--- src/rtl/multicycle_ctrl_fsm_pkg.sv ---
// Shared definitions for the multicycle CPU control unit: opcode values,
// state encodings, ALUOp / RegDst / PCSrc codes and an opcode classifier.
// Imported by the control unit, its decode sub-block and the datapath.
package multicycle_ctrl_fsm_pkg;

  localparam int OPW = 6;
  localparam int STW = 3;

  localparam logic [OPW-1:0] OP_ADD  = 6'b000000;
  localparam logic [OPW-1:0] OP_SUB  = 6'b000001;
  localparam logic [OPW-1:0] OP_ADDI = 6'b000010;
  localparam logic [OPW-1:0] OP_OR   = 6'b010000;
  localparam logic [OPW-1:0] OP_AND  = 6'b010001;
  localparam logic [OPW-1:0] OP_ORI  = 6'b010010;
  localparam logic [OPW-1:0] OP_SLL  = 6'b011000;
  localparam logic [OPW-1:0] OP_SLT  = 6'b100110;
  localparam logic [OPW-1:0] OP_SLTI = 6'b100111;
  localparam logic [OPW-1:0] OP_SW   = 6'b110000;
  localparam logic [OPW-1:0] OP_LW   = 6'b110001;
  localparam logic [OPW-1:0] OP_BEQ  = 6'b110100;
  localparam logic [OPW-1:0] OP_J    = 6'b111000;
  localparam logic [OPW-1:0] OP_JR   = 6'b111001;
  localparam logic [OPW-1:0] OP_JAL  = 6'b111010;
  localparam logic [OPW-1:0] OP_HALT = 6'b111111;

  typedef enum logic [STW-1:0] {
    S_IF     = 3'b000,
    S_ID     = 3'b001,
    S_EXE_LS = 3'b010,
    S_MEM    = 3'b011,
    S_WB_LD  = 3'b100,
    S_EXE_BR = 3'b101,
    S_EXE_AL = 3'b110,
    S_WB_AL  = 3'b111
  } state_e;

  localparam logic [2:0] ALU_ADD = 3'b000;
  localparam logic [2:0] ALU_SUB = 3'b001;
  localparam logic [2:0] ALU_OR  = 3'b010;
  localparam logic [2:0] ALU_AND = 3'b011;
  localparam logic [2:0] ALU_SLL = 3'b100;
  localparam logic [2:0] ALU_SLT = 3'b101;

  localparam logic [1:0] RD_R31 = 2'b00;
  localparam logic [1:0] RD_RT  = 2'b01;
  localparam logic [1:0] RD_RD  = 2'b10;

  localparam logic [1:0] PC_SEQ  = 2'b00;
  localparam logic [1:0] PC_BR   = 2'b01;
  localparam logic [1:0] PC_JR   = 2'b10;
  localparam logic [1:0] PC_JUMP = 2'b11;

  typedef enum logic [2:0] {
    OC_ALU_R,
    OC_ALU_I,
    OC_LOAD,
    OC_STORE,
    OC_BRANCH,
    OC_JUMP,
    OC_HALT
  } opclass_e;

  // Any opcode not listed is deliberately folded into halt.
  function automatic opclass_e op_class(input logic [OPW-1:0] op);
    case (op)
      OP_ADD, OP_SUB, OP_OR, OP_AND, OP_SLL, OP_SLT: return OC_ALU_R;
      OP_ADDI, OP_ORI, OP_SLTI:                      return OC_ALU_I;
      OP_LW:                                         return OC_LOAD;
      OP_SW:                                         return OC_STORE;
      OP_BEQ:                                        return OC_BRANCH;
      OP_J, OP_JR, OP_JAL:                           return OC_JUMP;
      default:                                       return OC_HALT;
    endcase
  endfunction

endpackage

--- src/rtl/multicycle_ctrl_fsm_if.sv ---
// Control bus between the control unit and the datapath.
//   master : control unit (drives selects/enables, reads opcode and zero)
//   slave  : datapath (drives opcode and zero, reads selects/enables)
interface multicycle_ctrl_fsm_if;
  import multicycle_ctrl_fsm_pkg::*;

  logic [OPW-1:0] opcode;
  logic           zero;
  logic           PCWre;
  logic           IRWre;
  logic           ExtSel;
  logic           ALUSrcA;
  logic           ALUSrcB;
  logic [2:0]     ALUOp;
  logic           mRD;
  logic           mWR;
  logic           DBDataSrc;
  logic           WrRegDSrc;
  logic           RegWre;
  logic [1:0]     RegDst;
  logic [1:0]     PCSrc;
  logic [STW-1:0] state;

  modport master (
    input  opcode, zero,
    output PCWre, IRWre, ExtSel, ALUSrcA, ALUSrcB, ALUOp, mRD, mWR,
           DBDataSrc, WrRegDSrc, RegWre, RegDst, PCSrc, state
  );

  modport slave (
    output opcode, zero,
    input  PCWre, IRWre, ExtSel, ALUSrcA, ALUSrcB, ALUOp, mRD, mWR,
           DBDataSrc, WrRegDSrc, RegWre, RegDst, PCSrc, state
  );
endinterface

--- src/rtl/multicycle_ctrl_fsm_decode.sv ---
// Pure combinational decode: current state + opcode (+ ALU zero) to the
// datapath selects and enables. Anything not named for a state stays 0.
// Ports: i_state, i_opcode, i_zero in; o_* are the control outputs.
module multicycle_ctrl_fsm_decode
  import multicycle_ctrl_fsm_pkg::*;
(
  input  state_e         i_state,
  input  logic [OPW-1:0] i_opcode,
  input  logic           i_zero,
  output logic           o_pcwre,
  output logic           o_irwre,
  output logic           o_extsel,
  output logic           o_alusrca,
  output logic           o_alusrcb,
  output logic [2:0]     o_aluop,
  output logic           o_mrd,
  output logic           o_mwr,
  output logic           o_dbdatasrc,
  output logic           o_wrregdsrc,
  output logic           o_regwre,
  output logic [1:0]     o_regdst,
  output logic [1:0]     o_pcsrc
);

  opclass_e w_cls;
  assign w_cls = op_class(i_opcode);

  always_comb begin
    o_pcwre     = 1'b0;
    o_irwre     = 1'b0;
    o_extsel    = 1'b0;
    o_alusrca   = 1'b0;
    o_alusrcb   = 1'b0;
    o_aluop     = ALU_ADD;
    o_mrd       = 1'b0;
    o_mwr       = 1'b0;
    o_dbdatasrc = 1'b0;
    o_wrregdsrc = 1'b0;
    o_regwre    = 1'b0;
    o_regdst    = RD_R31;
    o_pcsrc     = PC_SEQ;
    case (i_state)
      S_IF: o_irwre = 1'b1;
      S_ID: begin
        // Jumps finish in ID; jal also links PC+4 into $31 here.
        if (w_cls == OC_JUMP) begin
          o_pcwre = 1'b1;
          o_pcsrc = (i_opcode == OP_JR) ? PC_JR : PC_JUMP;
          if (i_opcode == OP_JAL) begin
            o_regwre    = 1'b1;
            o_regdst    = RD_R31;
            o_wrregdsrc = 1'b0;
          end
        end
      end
      S_EXE_AL: begin
        o_alusrcb = (w_cls == OC_ALU_I);
        o_extsel  = (i_opcode == OP_ADDI) || (i_opcode == OP_SLTI);
        o_alusrca = (i_opcode == OP_SLL);
        case (i_opcode)
          OP_SUB:        o_aluop = ALU_SUB;
          OP_OR, OP_ORI: o_aluop = ALU_OR;
          OP_AND:        o_aluop = ALU_AND;
          OP_SLL:        o_aluop = ALU_SLL;
          OP_SLT, OP_SLTI: o_aluop = ALU_SLT;
          default:       o_aluop = ALU_ADD;
        endcase
      end
      S_WB_AL: begin
        o_regwre    = 1'b1;
        o_wrregdsrc = 1'b1;
        o_dbdatasrc = 1'b0;
        o_regdst    = (w_cls == OC_ALU_R) ? RD_RD : RD_RT;
        o_pcwre     = 1'b1;
        o_pcsrc     = PC_SEQ;
      end
      S_EXE_BR: begin
        o_aluop = ALU_SUB;
        o_pcwre = 1'b1;
        o_pcsrc = i_zero ? PC_BR : PC_SEQ;
      end
      S_EXE_LS: begin
        o_aluop   = ALU_ADD;
        o_alusrcb = 1'b1;
        o_extsel  = 1'b1;
      end
      S_MEM: begin
        if (w_cls == OC_LOAD) begin
          o_mrd = 1'b1;
        end else begin
          o_mwr   = 1'b1;
          o_pcwre = 1'b1;
          o_pcsrc = PC_SEQ;
        end
      end
      S_WB_LD: begin
        o_regwre    = 1'b1;
        o_dbdatasrc = 1'b1;
        o_wrregdsrc = 1'b1;
        o_regdst    = RD_RT;
        o_pcwre     = 1'b1;
        o_pcsrc     = PC_SEQ;
      end
      default: ;
    endcase
  end

endmodule

--- src/rtl/multicycle_ctrl_fsm.sv ---
// Multicycle CPU control unit: state register, next-state logic and the
// reset gate on all control outputs. Decode lives in multicycle_ctrl_fsm_decode.
// Ports: CLK (rising edge), Reset (async, active high), ctrl (master side of
// multicycle_ctrl_fsm_if: opcode/zero in, selects/enables/state out).
//
// state    | meaning
// IF       | fetch, IR write
// ID       | decode; jumps complete here; halt/unknown opcodes park here
// EXE_AL   | ALU op for R/I arithmetic
// WB_AL    | ALU result to register file, PC+4
// EXE_BR   | beq compare, PC update
// EXE_LS   | address calc for lw/sw
// MEM      | data memory read (lw) or write + PC+4 (sw)
// WB_LD    | load data to register file, PC+4
module multicycle_ctrl_fsm
  import multicycle_ctrl_fsm_pkg::*;
(
  input logic                  CLK,
  input logic                  Reset,
  multicycle_ctrl_fsm_if.master ctrl
);

  state_e     r_state;
  opclass_e   w_cls;
  logic       w_pcwre, w_irwre, w_extsel, w_alusrca, w_alusrcb;
  logic [2:0] w_aluop;
  logic       w_mrd, w_mwr, w_dbdatasrc, w_wrregdsrc, w_regwre;
  logic [1:0] w_regdst, w_pcsrc;

  assign w_cls = op_class(ctrl.opcode);

  always_ff @(posedge CLK or posedge Reset) begin
    if (Reset) begin
      r_state <= S_IF;
    end else begin
      case (r_state)
        S_IF: r_state <= S_ID;
        S_ID: begin
          case (w_cls)
            OC_JUMP:           r_state <= S_IF;
            OC_HALT:           r_state <= S_ID;
            OC_BRANCH:         r_state <= S_EXE_BR;
            OC_LOAD, OC_STORE: r_state <= S_EXE_LS;
            default:           r_state <= S_EXE_AL;
          endcase
        end
        S_EXE_AL: r_state <= S_WB_AL;
        S_EXE_LS: r_state <= S_MEM;
        S_MEM:    r_state <= (w_cls == OC_LOAD) ? S_WB_LD : S_IF;
        default:  r_state <= S_IF;
      endcase
    end
  end

  multicycle_ctrl_fsm_decode u_decode (
    .i_state     (r_state),
    .i_opcode    (ctrl.opcode),
    .i_zero      (ctrl.zero),
    .o_pcwre     (w_pcwre),
    .o_irwre     (w_irwre),
    .o_extsel    (w_extsel),
    .o_alusrca   (w_alusrca),
    .o_alusrcb   (w_alusrcb),
    .o_aluop     (w_aluop),
    .o_mrd       (w_mrd),
    .o_mwr       (w_mwr),
    .o_dbdatasrc (w_dbdatasrc),
    .o_wrregdsrc (w_wrregdsrc),
    .o_regwre    (w_regwre),
    .o_regdst    (w_regdst),
    .o_pcsrc     (w_pcsrc)
  );

  // Reset forces every strobe low in the same cycle it rises, so an
  // aborted instruction can never complete a register or memory write.
  always_comb begin
    ctrl.PCWre     = 1'b0;
    ctrl.IRWre     = 1'b0;
    ctrl.ExtSel    = 1'b0;
    ctrl.ALUSrcA   = 1'b0;
    ctrl.ALUSrcB   = 1'b0;
    ctrl.ALUOp     = 3'b000;
    ctrl.mRD       = 1'b0;
    ctrl.mWR       = 1'b0;
    ctrl.DBDataSrc = 1'b0;
    ctrl.WrRegDSrc = 1'b0;
    ctrl.RegWre    = 1'b0;
    ctrl.RegDst    = 2'b00;
    ctrl.PCSrc     = 2'b00;
    ctrl.state     = r_state;
    if (!Reset) begin
      ctrl.PCWre     = w_pcwre;
      ctrl.IRWre     = w_irwre;
      ctrl.ExtSel    = w_extsel;
      ctrl.ALUSrcA   = w_alusrca;
      ctrl.ALUSrcB   = w_alusrcb;
      ctrl.ALUOp     = w_aluop;
      ctrl.mRD       = w_mrd;
      ctrl.mWR       = w_mwr;
      ctrl.DBDataSrc = w_dbdatasrc;
      ctrl.WrRegDSrc = w_wrregdsrc;
      ctrl.RegWre    = w_regwre;
      ctrl.RegDst    = w_regdst;
      ctrl.PCSrc     = w_pcsrc;
    end
  end

endmodule

--- src/flat_wrapper.sv ---
// flat-port wrapper written by rule: the top's interface ports become plain ports
module multicycle_ctrl_fsm_flat import multicycle_ctrl_fsm_pkg::*;
  (CLK, Reset, ctrl_opcode, ctrl_zero, ctrl_PCWre, ctrl_IRWre, ctrl_ExtSel, ctrl_ALUSrcA, ctrl_ALUSrcB, ctrl_ALUOp, ctrl_mRD, ctrl_mWR, ctrl_DBDataSrc, ctrl_WrRegDSrc, ctrl_RegWre, ctrl_RegDst, ctrl_PCSrc, ctrl_state);
  multicycle_ctrl_fsm_if ctrl_i ();
  input logic CLK;
  input logic Reset;
  input wire logic [$bits(ctrl_i.opcode)-1:0] ctrl_opcode;
  input wire logic [$bits(ctrl_i.zero)-1:0] ctrl_zero;
  output wire logic [$bits(ctrl_i.PCWre)-1:0] ctrl_PCWre;
  output wire logic [$bits(ctrl_i.IRWre)-1:0] ctrl_IRWre;
  output wire logic [$bits(ctrl_i.ExtSel)-1:0] ctrl_ExtSel;
  output wire logic [$bits(ctrl_i.ALUSrcA)-1:0] ctrl_ALUSrcA;
  output wire logic [$bits(ctrl_i.ALUSrcB)-1:0] ctrl_ALUSrcB;
  output wire logic [$bits(ctrl_i.ALUOp)-1:0] ctrl_ALUOp;
  output wire logic [$bits(ctrl_i.mRD)-1:0] ctrl_mRD;
  output wire logic [$bits(ctrl_i.mWR)-1:0] ctrl_mWR;
  output wire logic [$bits(ctrl_i.DBDataSrc)-1:0] ctrl_DBDataSrc;
  output wire logic [$bits(ctrl_i.WrRegDSrc)-1:0] ctrl_WrRegDSrc;
  output wire logic [$bits(ctrl_i.RegWre)-1:0] ctrl_RegWre;
  output wire logic [$bits(ctrl_i.RegDst)-1:0] ctrl_RegDst;
  output wire logic [$bits(ctrl_i.PCSrc)-1:0] ctrl_PCSrc;
  output wire logic [$bits(ctrl_i.state)-1:0] ctrl_state;
  assign ctrl_i.opcode = ctrl_opcode;
  assign ctrl_i.zero = ctrl_zero;
  assign ctrl_PCWre = ctrl_i.PCWre;
  assign ctrl_IRWre = ctrl_i.IRWre;
  assign ctrl_ExtSel = ctrl_i.ExtSel;
  assign ctrl_ALUSrcA = ctrl_i.ALUSrcA;
  assign ctrl_ALUSrcB = ctrl_i.ALUSrcB;
  assign ctrl_ALUOp = ctrl_i.ALUOp;
  assign ctrl_mRD = ctrl_i.mRD;
  assign ctrl_mWR = ctrl_i.mWR;
  assign ctrl_DBDataSrc = ctrl_i.DBDataSrc;
  assign ctrl_WrRegDSrc = ctrl_i.WrRegDSrc;
  assign ctrl_RegWre = ctrl_i.RegWre;
  assign ctrl_RegDst = ctrl_i.RegDst;
  assign ctrl_PCSrc = ctrl_i.PCSrc;
  assign ctrl_state = ctrl_i.state;
  multicycle_ctrl_fsm u_core (.CLK(CLK), .Reset(Reset), .ctrl(ctrl_i));
endmodule
--- config.mk ---
export PLATFORM = sky130hd
export DESIGN_NAME = multicycle_ctrl_fsm_flat
export DESIGN_NICKNAME = d
export VERILOG_FILES = /design/src/rtl/multicycle_ctrl_fsm_pkg.sv /design/src/rtl/multicycle_ctrl_fsm_if.sv /design/src/rtl/multicycle_ctrl_fsm_decode.sv /design/src/rtl/multicycle_ctrl_fsm.sv /design/src/flat_wrapper.sv
export SDC_FILE = /design/constraint.sdc
export NUM_CORES = 1
export LEC_CHECK = 0
export ABC_AREA = 1
export CAP_MARGIN = 20
export CORE_AREA = 8 8 59 51
export CTS_CLUSTER_SIZE = 8
export DETAILED_ROUTE_END_ITERATION = 10
export DIE_AREA = 0 0 67 59
export HOLD_SLACK_MARGIN = 0.12
export PLACE_DENSITY = 0.77
export SKIP_LAST_GASP = 1
export SYNTH_ARGS = -nofsm -noshare
export SYNTH_HDL_FRONTEND = slang
export SYNTH_HIERARCHICAL = 1
export SYNTH_SLANG_ARGS = --single-unit
--- constraint.sdc ---
create_clock -name CLK -period 1.85 [get_ports CLK]
set_input_delay 0.37 -clock CLK [delete_from_list [all_inputs] [get_ports CLK]]
set_output_delay 0.37 -clock CLK [all_outputs]
set_load 0.05 [all_outputs]
==> summary.txt <==
Floorplan
  • I/O Pins: 29
  • Core Rows: 15
  • Die area: 3950 µm²
  • CORE AREA: 2060 µm²
  • Die Ht: 59 µm
  • Initial Util: 0.435
  • Die Wd: 67 µm

STA
  • Worst-margin pin slew: 0.305 ns
  • Setup TNS: -2.73 ns
  • Clk_skew: between 0.008 and 0.009 ns
  • Slew Viols, Final: 0
  • Fin crit share: 1.16
  • Slew HR: 0.795
  • Fmax: 465 MHz
  • Hold Worst Slack: 0.574 ns
  • RSZ-0062 raised after global routing: yes
  • Final min period: roughly 2.1 ns
  • Setup Viol. Count Final: 15
  • Setup WS post-layout: -0.298 ns
  • Final hold violations: 0

Critical path
  • R2R Path End: u_core/ctrl.state[2]
  • Setup slack, reg-to-reg: 0.46 ns
  • Crit path arrival time: 1.78 ns
  • Worst Path Required: 1.48 ns
  • Reg2reg start: u_core/ctrl.state[2]
  • Setup crit start kind: input port
  • Crit Path Max Fanout: 6
  • Critical path class: in2out
  • R2r worst-path depth: 6
  • Kind of end point of the critical path: output port

CTS
  • CTS Hold Buffers Added: 0
  • Clk slew on worst S/H paths: 0.04 ns
  • CTS tree: done
  • Clock sinks: 3
  • Num CTS Buffers: 3
  • Max Root-Sink Buffers: 2
  • Skew-Pair Late Insertion Delay: around 0.24 ns
  • H-tree Lvls: 1
  • CTS Root Cell: clkbuf_4

Job
  • MaxCap Viol Count: 0

Global routing
  • Vias in the first global route: 1328
  • Largest net degree at the start of global routing: 19
  • Antenna violations before repair: 0
  • Gr usage total: 0.173
  • Global-route wire length before repair: around 5600 µm
  • Remaining Overflow, GRT: 0

Yosys
  • Gate Count Post-Synth: 185
  • Syn. warnings: 6
  • Syn Std Cell Area: 897 µm²
  • Sequential area share after synthesis: 0.0837
  • Syn_area_per_cell: 4.85 µm²
  • Syn nets: 194
  • Post-synth cell types: 23
  • Post-synthesis register bit count: 3

Placement
  • # port buffers: 28
  • Post-DP HPWL: 2560 µm
  • Placed Instances: 256
  • Worst slack, placed: -0.617 ns
  • RePlAce Congestion: slightly below 0.9
  • Cell Area, Placed: 1640 µm²

Outcome
  • Failing checks: negative setup slack
  • Status: finished with violations

Route
  • DR vias/cell: 6.24
  • Antenna-violating nets left: 0
  • Violation count after the first detailed-route iteration: 171
  • DRC: 0
  • Avg WL per Cell: 20.4 µm
  • Vias after detailed routing: 1690
  • DRT Pass-1 Iters: 5
  • Total Routed Length: 5520 µm

Final layout
  • Util after Layout: 0.950
  • Finished Layout Cells: around 270
  • Synth-to-Final Area Change: 119%
  • Final Cell Area: ~2000 µm²
  • Nets: ~260
  • Largest register FFs: 3
  • Fraction of layout cells with a size suffix above 1: 0.598
  • Diodes inserted: 0

Hold path
  • Min-Delay Path Class: in2async

Power
  • Static leakage: 0.866 nW
  • Tot Pwr: 1.60 mW
  • Peak supply drop: around 1.1 mV
  • Pwr dens: 818 nW/µm²
layout by cell type, fill, tap and decap left out, drive strengths merged:
cell type	count
o21bai	1
o21ai	4
a22o	1
clkdlybuf4s50	2
nand2	48
o22ai	1
nand4	5
nand3	19
clkbuf	5
a31oi	1
nor3	5
nor2	43
a21oi	5
buf	57
or2	1
dfrtp	3
inv	44
a22oi	1
metal layers:
layer	up-vias	part of all wire	global-route usage
met5	-	0	0
met3	60	0.10	0.0208
met1	773	0.34	0.189
met4	0	0.067	0.0893
li1	689	-	-
met2	168	0.49	0.317
final cells by class:
cell class              count  area [µm²]
clock buffers               4        26.3
fillers                    64         104
inverters                  44         173
multi-input cells         135         928
flip-flops and latches      3        78.8
well taps                  25        31.3
repair buffers             60         723
worst max-delay path, stage by stage:
cell      delay [ns]
clkbuf_4        0.17
inv_1           0.17
nand2_1         0.15
nand3_4         0.13
nand2_4         0.07
nor2_4          0.15
nand2_2         0.09
nor2_2          0.14
inv_2           0.06
nor2_4          0.13
buf_12          0.14
power breakdown:
part           leakage [nW]  switching, mW  internal, mW
Sequential           0.0341         0.0606        0.0980
Clock                0.0150         0.0382        0.0811
Combinational         0.817          0.822         0.504
how the worst max path moves through the flow:
stage                               from        endpoint  slack (ns)  depth (start not counted)
floorplan           u_core/ctrl.state[2]      ctrl_PCWre      -0.008                          8
global placement          ctrl_opcode[2]   ctrl_PCSrc[1]       -0.59                         14
detailed placement        ctrl_opcode[2]   ctrl_PCSrc[1]       -0.62                         14
CTS                       ctrl_opcode[3]   ctrl_PCSrc[0]       -0.17                         14
global route              ctrl_opcode[4]  ctrl_RegDst[0]       -0.35                         12
finish                    ctrl_opcode[4]        ctrl_mRD       -0.30                         11
cells in the mapped netlist, drive strengths merged:
master / count / area, µm²
nand2: 48 / 203
inv: 44 / 165
nor2: 43 / 176
nand3: 19 / 110
a21oi: 5 / 25.0
nand4: 5 / 31.3
nor3: 5 / 25.0
o21ai: 4 / 20.0
dfrtp: 3 / 75.1
clkbuf: 2 / 7.51
a22o: 1 / 8.76
a22oi: 1 / 12.5
a31oi: 1 / 6.26
buf: 1 / 7.51
o21bai: 1 / 11.3
o22ai: 1 / 6.26
or2: 1 / 6.26
cells by family (layout without fill, tap and decap cells):
kind of cell           count (synthesis)  in the layout  share of synthesized area
AOI/OAI and AO/OA                     14             14                      0.100
DFF                                    3              3                     0.0837
buffers and inverters                 47            108                      0.201
and+or+nand+nor                      121            121                      0.615
what timing repair did:
action / CTS / global route
gates resized for setup: 58 / 44
endpoints found under the setup margin: 14 / 16
setup buffers: 8 / 5
pin swaps: 28 / 32
No activity file was read; power rests on OpenSTA's default activity.
